File: src/rtl/core_seq.sv
// Layer instruction sequencer for `core`: per kernel position it loads weights and
// activations, executes, drains psums to pmem, then accumulates the output pixels.
module core_seq #(
    parameter int row      = 8,
    parameter int col      = 8,
    parameter int len_kij  = 9,
    parameter int k_w      = 3,
    parameter int in_w     = 6,
    parameter int out_w    = 4,
    parameter int w_base   = 1024,
    parameter int act_base = 0,
    parameter int out_base = 1024
) (
    input  logic        clk,
    input  logic        reset,
    input  logic        start,
    input  logic        ofifo_valid,
    output logic [33:0] inst,
    output logic        busy,
    output logic        done,
    output logic [3:0]  kij_idx
);

    localparam int len_nij  = in_w * in_w;
    localparam int len_onij = out_w * out_w;
    localparam int AW = 11;
    localparam int CW = 6;

    localparam logic [33:0] INST_IDLE = 34'h1_800C_0000;
    localparam logic [6:0]  CTL_NONE  = 7'b000_0000;
    localparam logic [6:0]  CTL_L0WR  = 7'b000_0100;
    localparam logic [6:0]  CTL_WLD   = 7'b000_1001;
    localparam logic [6:0]  CTL_EXE   = 7'b000_1010;
    localparam logic [6:0]  CTL_ORD   = 7'b100_0000;

    typedef enum logic [3:0] {
        S_IDLE, S_WRD, S_WLD, S_WGAP, S_ARD, S_EXE, S_DRN, S_ACC, S_AWR, S_DONE
    } state_t;

    state_t        state_q;
    logic [CW-1:0] cnt_q;
    logic [3:0]    k_q;
    logic [4:0]    o_q;
    logic [33:0]   inst_q;
    logic          busy_q;
    logic          done_q;

    logic [CW-1:0] rd_last;
    logic          rd_active;
    logic [AW-1:0] x_addr;
    logic [AW-1:0] psum_base;
    logic [AW-1:0] acc_nij;

    // Enables are passed active-high here and inverted into the active-low memory pins.
    function automatic logic [33:0] mk_inst(input logic acc, input logic pmem_en,
                                            input logic pmem_wr, input logic [AW-1:0] a_pmem,
                                            input logic xmem_rd, input logic [AW-1:0] a_xmem,
                                            input logic [6:0] ctl);
        return {acc, ~pmem_en, ~pmem_wr, a_pmem, ~xmem_rd, 1'b1, a_xmem, ctl};
    endfunction

    always_comb begin
        rd_last   = (state_q == S_WRD) ? CW'(col) : CW'(len_nij);
        rd_active = (cnt_q < rd_last);
        x_addr    = (state_q == S_WRD) ? AW'(w_base) + AW'(k_q) * AW'(col) + AW'(cnt_q)
                                       : AW'(act_base) + AW'(cnt_q);
        psum_base = AW'(k_q) * AW'(len_nij);
        // Output pixel (o/out_w, o%out_w) reads input pixel shifted by kernel offset (k/k_w, k%k_w).
        acc_nij   = (AW'(o_q) / AW'(out_w) + AW'(k_q) / AW'(k_w)) * AW'(in_w)
                  + AW'(o_q) % AW'(out_w) + AW'(k_q) % AW'(k_w);
    end

    always_ff @(posedge clk) begin
        if (!reset) begin
            state_q <= S_IDLE;
            cnt_q   <= '0;
            k_q     <= '0;
            o_q     <= '0;
            inst_q  <= INST_IDLE;
            busy_q  <= 1'b0;
            done_q  <= 1'b0;
        end else begin
            inst_q <= INST_IDLE;
            done_q <= 1'b0;
            case (state_q)
                S_IDLE: begin
                    if (start) begin
                        state_q <= S_WRD;
                        cnt_q   <= '0;
                        k_q     <= '0;
                        busy_q  <= 1'b1;
                    end
                end
                S_WRD, S_ARD: begin
                    // L0 write trails the xmem read by one cycle, hence the extra cycle.
                    inst_q <= mk_inst(1'b0, 1'b0, 1'b0, '0, rd_active,
                                      rd_active ? x_addr : '0,
                                      (cnt_q != '0) ? CTL_L0WR : CTL_NONE);
                    if (cnt_q == rd_last) begin
                        cnt_q   <= '0;
                        state_q <= (state_q == S_WRD) ? S_WLD : S_EXE;
                    end else begin
                        cnt_q <= cnt_q + 1'b1;
                    end
                end
                S_WLD: begin
                    inst_q <= mk_inst(1'b0, 1'b0, 1'b0, '0, 1'b0, '0, CTL_WLD);
                    if (cnt_q == CW'(col - 1)) begin
                        cnt_q   <= '0;
                        state_q <= S_WGAP;
                    end else begin
                        cnt_q <= cnt_q + 1'b1;
                    end
                end
                S_WGAP: begin
                    if (cnt_q == CW'(row + col - 1)) begin
                        cnt_q   <= '0;
                        state_q <= S_ARD;
                    end else begin
                        cnt_q <= cnt_q + 1'b1;
                    end
                end
                S_EXE: begin
                    inst_q <= mk_inst(1'b0, 1'b0, 1'b0, '0, 1'b0, '0, CTL_EXE);
                    if (cnt_q == CW'(len_nij - 1)) begin
                        cnt_q   <= '0;
                        state_q <= S_DRN;
                    end else begin
                        cnt_q <= cnt_q + 1'b1;
                    end
                end
                S_DRN: begin
                    if (ofifo_valid) begin
                        inst_q <= mk_inst(1'b0, 1'b1, 1'b1, psum_base + AW'(cnt_q),
                                          1'b0, '0, CTL_ORD);
                        if (cnt_q == CW'(len_nij - 1)) begin
                            cnt_q <= '0;
                            if (k_q == 4'(len_kij - 1)) begin
                                k_q     <= '0;
                                o_q     <= '0;
                                state_q <= S_ACC;
                            end else begin
                                k_q     <= k_q + 1'b1;
                                state_q <= S_WRD;
                            end
                        end else begin
                            cnt_q <= cnt_q + 1'b1;
                        end
                    end
                end
                S_ACC: begin
                    inst_q <= mk_inst(1'b1, 1'b1, 1'b0, psum_base + acc_nij, 1'b0, '0, CTL_NONE);
                    if (k_q == 4'(len_kij - 1)) begin
                        state_q <= S_AWR;
                    end else begin
                        k_q <= k_q + 1'b1;
                    end
                end
                S_AWR: begin
                    inst_q <= mk_inst(1'b0, 1'b1, 1'b1, AW'(out_base) + AW'(o_q), 1'b0, '0, CTL_NONE);
                    k_q    <= '0;
                    if (o_q == 5'(len_onij - 1)) begin
                        state_q <= S_DONE;
                    end else begin
                        o_q     <= o_q + 1'b1;
                        state_q <= S_ACC;
                    end
                end
                S_DONE: begin
                    done_q  <= 1'b1;
                    busy_q  <= 1'b0;
                    state_q <= S_IDLE;
                end
                default: begin
                    busy_q  <= 1'b0;
                    state_q <= S_IDLE;
                end
            endcase
        end
    end

    assign inst    = inst_q;
    assign busy    = busy_q;
    assign done    = done_q;
    assign kij_idx = k_q;

endmodule
File: config.mk
export PLATFORM = sky130hd
export DESIGN_NAME = core_seq
export DESIGN_NICKNAME = d
export VERILOG_FILES = /design/src/rtl/core_seq.sv
export SDC_FILE = /design/constraint.sdc
export NUM_CORES = 1
export LEC_CHECK = 0
export ABC_AREA = 1
export CORE_AREA = 2 2 125 127
export DETAILED_ROUTE_END_ITERATION = 16
export DIE_AREA = 0 0 127 129
export SYNTH_ARGS = -nofsm -noshare
export SYNTH_HDL_FRONTEND = slang
export SYNTH_SLANG_ARGS = --single-unit
export TNS_END_PERCENT = 10
File: constraint.sdc
create_clock -name clk -period 7.9 [get_ports clk]
set_input_delay 1.975 -clock clk [delete_from_list [all_inputs] [get_ports clk]]
set_output_delay 1.975 -clock clk [all_outputs]
set_load 0.01 [all_outputs]
==> flow_summary.toml, run 1 <==
[synthesis]
synth_seq_cells = 50
synth-async-reset-ratio_pct = 0
synth-main-ff-cell = "dfxtp_1"
yosysMostFrequentCell = "nand2_1"
syn_area_sq_um = 4000
synthCells = 530
synth.distinct_cells = 49
synth_edf_count = 0
synth_top_area_cell = "dfxtp_1"
ys_seq_area_share_pct = 25.0
synth_area_leaders = "dfxtp_1 (25%), ha_1 (13%), nand2_1 (8.3%)"
avgSynthCellArea_sq_um = 7.55
ys_top_cells_by_count = "nand2_1 (89), inv_1 (71), nor2_1 (53), dfxtp_1 (50), ha_1 (43)"
synth_top_area_share_pct = 25.0
synth_warnings = 0

[drt]
final_antenna_net_count = 0
drc = 0
drt_first_pass_iters = 4
routedWlPerCell_um = 13.2
routed_wl_um = 9980
vias = 3535
drtIter0Drc = 245
viasPerCell = 4.66

[global_routing]
antenna_found_initial = 0
grt_max_degree = 15
grt_pass1_wl_um = 16000
grt.total_usage_pct = 12.1
grt.overflow.total = 0
grt_pass1_vias = 3216

[die]
die_w_um = 127
ios = 44
rows = 45
fp.dieH_um = 129
core_sq_um = 15000
initial_core_util_pct = 26.7
die_area_sq_um = 16400

[power]
power_frac_seq_pct = 31.1
p_switching_mw = 0.421
internal_power_mw = 0.588
vdd_drop_max_mv = 0.0764
power_density_nw_per_um2 = 214
leakagePower_nw = 2.10
p_sw_share_pct = 41.7
pwr-share-comb_pct = 45.2
pwr-share-clk_pct = 23.7

[timing]
slew_violations = 0
tns_ns = 0
final-hold-violation-count = 0
setup-violations-final = 0
fin_skew_ns = 0.00898
post-route-period-util_pct = 76.5
rsz0062_at_grt = "no"
fmax_ghz = 0.165
max_slew_margin_pct = 53.7
min_period_ns = 6.04
worst_slew_pin_slew_ns = 0.693

[clock_tree]
cts_tree = "yes"
cts.clk_slew.worst_paths_ns = 0.07
cts_root_buf = "clkbuf_16"
hold_buffers = 0
cts_buffers = 5
cts_resized = 0
clockBufferDepth = 2
post_cts_buffers = 0
htreeDepth = 2
clock-sinks = 50
clock_latency_ns = 0.29

[final_layout]
fin_util_pct = 31.5
diodes = 0
drive_above_1_share_pct = 10.5
syn_to_final_growth_pct = 17.9
finalNetCount = 627
fin_cells = 758

[critical_path]
crit_top_cell = "nand2_1"
r2r_slack_ns = 1.86
cp_slowest_cell = "dfxtp_1"
cp-end-kind = "flip-flop"
slowest_delay_ns = 0.74
rr_startpoint = "kij_idx[2]"
crit_path_start_kind = "flip-flop"
crit_arrival_ns = 6.22
crit_type = "flip-flop to flip-flop"
reg2regPathDepth = 31
worstPathRequired_ns = 8.08
rr_endpoint = "inst[28]"
crit_path_max_fanout = 13

[hold_path]
whs_path_depth = 2
hp-class = "flip-flop to flip-flop"
min_to = "busy"
min_from = "busy"

[placement]
dp.cells = 750
dp_hpwl_um = 8200
gp_congestion = 0.872
port_buffers = 38

[run_status]
status = "finished, final reports clean"

[job]
cap_violations = 0
[through the flow]
stage                     hold slack [ns]  area [sq um]  setup slack (ns)  power, mW
final                               0.461          4720              1.86       1.01
after global routing                0.490          4720              1.35       1.09
after CTS                           0.464          4720              1.90       1.01
after detailed placement            0.454          4550              1.94      0.772
after global placement              0.450          4550              2.07      0.776
after floorplan                     0.474          4010              2.34      0.642
[critical path: cells and delay by family (launching register included)]
kind	cells	cell delay (ns)
and+or+nand+nor	14	1.47
buffers and inverters	3	0.27
DFF	1	0.74
xor gates and xnor gates	2	0.37
AOI/OAI and AO/OA	5	0.76
adders and majority gates	7	2.30
[worst max-delay path by stage]
stage | to | depth (start not counted) | slack, ns | startpoint
floorplan | inst[28] | 33 | 2.34 | kij_idx[2]
global placement | inst[28] | 31 | 2.07 | kij_idx[2]
detailed placement | inst[28] | 31 | 1.94 | kij_idx[2]
CTS | inst[28] | 31 | 1.90 | kij_idx[2]
global route | inst[28] | 31 | 1.35 | kij_idx[2]
finish | inst[28] | 31 | 1.86 | kij_idx[2]
[power groups by stage]
| stage | Sequential (mW) | Clock (mW) | Combinational [mW] |
|---|---|---|---|
| floorplan | 0.315 | 0 | 0.327 |
| global placement | 0.320 | 0 | 0.456 |
| detailed placement | 0.320 | 0 | 0.451 |
| CTS | 0.315 | 0.244 | 0.455 |
| global route | 0.318 | 0.254 | 0.515 |
| finish | 0.314 | 0.239 | 0.457 |
[cells by family after synthesis]
group	count (synthesis)	share of synthesized area, %
adder cells (fa/ha/maj)	54	18.9
buffers and inverters	95	10.1
AO/OA/AOI/OAI	83	12.5
AND/OR/NAND/NOR	228	29.3
other	2	0.188
flip-flops	50	25.0
XOR/XNOR	18	3.94
[registers in the layout (all words and copies together) (netlist names)]
signal,flops
kij_idx,4
busy,1
state_q,4
cnt_q,6
inst,29
done,1
o_q,5
[final cells by class]
cell class | instances | area, sq um
multi-input combinational | 388 | 2610
fill | 1622 | 10300
inverter | 86 | 330
sequential | 50 | 1000
tap | 188 | 235
timing repair buffer | 38 | 380
clock inverter | 1 | 30.0
clock buffer | 7 | 133
[routing by layer]
layer	GRT usage [%]	part of all wire, %	vias to the layer above
met1	16.1	47	1629
met3	1.79	4.9	8
met5	0	0	-
li1	-	-	1805
met4	2.97	1.2	0
met2	20.9	47	93
[placed cells by master (no fill, tap or decap), types with 10 or more instances in the layout]
cell type and n:
a21oi_1 34, clkdlybuf4s50_1 38, dfxtp_1 50, fa_1 11, ha_1 43, inv_1 71, inv_2 11, nand2_1 89
nand3_1 26, nor2_1 53, nor3_1 12, o21ai_0 17, xor2_1 10
Note: power is estimated with default switching activity, not from simulation.
==> inputs of run 2 (changes only) <==
- clock period: 7.9 -> 5.2 ns (I/O delays scaled with it)
==> flow_summary.toml, run 2 (same netlist as run 1, synthesis figures left out) <==
[die]
ios = 44
die_area_sq_um = 16400
initial_core_util_pct = 26.7
core_sq_um = 15000
rows = 45
fp.dieH_um = 129
die_w_um = 127

[power]
power_density_nw_per_um2 = 313
total_power_mw = 1.56
vdd_drop_max_mv = 0.122
leakagePower_nw = 2.16

[global_routing]
antenna_found_initial = 0
grt_pass1_vias = 3338
grt_pass1_wl_um = 16700
grt.overflow.total = 0
grt.total_usage_pct = 12.6
grt_max_degree = 17

[hold_path]
min_to = "busy"
min_from = "busy"
hp-class = "flip-flop to flip-flop"
whs_path_depth = 2

[final_layout]
diodes = 0
largest_reg_flops = 29
mostFrequentLayoutCell = "nand2_1"
fin_cells = 776
fin_area_sq_um = 4980
drive_above_1_share_pct = 17.3
finalNetCount = 645
syn_to_final_growth_pct = 24.5
final_cell_mix = "nand2_1 (86), inv_1 (68), nor2_1 (51)"

[clock_tree]
cts_tree = "yes"
clock_latency_ns = 0.30
hold_buffers = 0
cts.clk_slew.worst_paths_ns = 0.07
clockBufferDepth = 2
clock-sinks = 50
htreeDepth = 2
cts_root_buf = "clkbuf_16"
cts_buffers = 5

[critical_path]
slowest_delay_ns = 0.53
reg2regPathDepth = 29
cp_slowest_cell = "fa_2"
crit_path_max_fanout = 9
cp-end-kind = "flip-flop"
worstPathRequired_ns = 5.39
crit_top_cell = "nand2_1"
crit_type = "flip-flop to flip-flop"
crit_path_start_kind = "flip-flop"
crit_arrival_ns = 5.15
rr_startpoint = "kij_idx[2]"
r2r_slack_ns = 0.23
rr_endpoint = "inst[28]"

[timing]
fmax_ghz = 0.201
post-route-period-util_pct = 95.5
min_period_ns = 4.97
slew_violations = 0
max_slew_margin_pct = 64.6
tns_ns = 0
setup-violations-final = 0
hold-worst-slack_ns = 0.464
fin_skew_ns = 0.00582
worst_slew_pin_slew_ns = 0.529
final-hold-violation-count = 0

[drt]
routed_wl_um = 10300
drtIter0Drc = 244
vias = 3537
drt_first_pass_iters = 4
final_antenna_net_count = 0
routedWlPerCell_um = 13.2
viasPerCell = 4.56
drc = 0

[placement]
port_buffers = 38
dp_hpwl_um = 8290
gp_congestion = 0.929
dp.cells = 756
placed_area_sq_um = 4660

[run_status]
status = "finished, final reports clean"

[job]
cap_violations = 0
-- run 2: cell count changes in the layout (fill, tap and decap cells not counted), sizes merged --
cell and change:
buf +18, clkbuf -1, bufinv -1, clkinv +1
inv +1
-- run 2: how the worst max path moves through the flow --
stage | start | endpoint | slack, ns
after global routing | kij_idx[2] | inst[28] | -0.04
after detailed placement | kij_idx[3] | inst[28] | 0.05
after global placement | kij_idx[2] | inst[28] | 0.14
after CTS | kij_idx[3] | inst[28] | 0.03
after floorplan | kij_idx[2] | inst[28] | 0.01
final | kij_idx[2] | inst[28] | 0.23
-- run 2: cell type report --
| cell class | instances | area (sq um) |
|---|---|---|
| Fill cell | 1621 | 9990 |
| Inverter | 86 | 330 |
| Clock inverter | 2 | 17.5 |
| Tap cell | 188 | 235 |
| Multi-Input combinational cell | 388 | 2730 |
| Timing Repair Buffer | 56 | 532 |
| Clock buffer | 6 | 129 |
| Sequential cell | 50 | 1010 |
-- run 2: report_power, final --
| part | total [mW] | switching, mW | internal (mW) |
|---|---|---|---|
| combinational | 0.780 | 0.494 | 0.285 |
| sequential | 0.449 | 0.0320 | 0.417 |
| clock | 0.329 | 0.148 | 0.181 |
-- run 2: repair_timing --
action | 4_1_cts | 5_1_grt
endpoints found under the setup margin | 0 | 7
gates resized for setup | 0 | 18
buffers inserted | 0 | 12
hold endpoints to repair | 0 | 0
-- run 2: worst max-delay path, delay by kind of cell, from the launching register on --
| family | cells | cell delay [ns] |
|---|---|---|
| flops | 1 | 0.39 |
| simple gates | 14 | 1.55 |
| fa+ha+maj | 7 | 2.21 |
| buf+inv | 5 | 0.41 |
| xor+xnor | 1 | 0.16 |
| compound gates | 2 | 0.15 |
-- run 2: per-stage QoR --
| step | worst slack [ns] | util, % |
|---|---|---|
| after floorplan | 0.0133 | - |
| after global placement | 0.140 | 31.1 |
| after detailed placement | 0.0499 | 31.1 |
| after CTS | 0.0309 | 32.1 |
| after global routing | -0.0422 | 33.3 |
| final | 0.233 | 33.3 |
-- run 2: metal layers --
metal,GRT usage (%),vias to the layer above,share of wire (%)
li1,-,1844,-
met1,16.8,1624,48
met2,21.9,61,48
met3,1.37,8,2.3
met4,3.43,0,0.96
met5,0,-,0
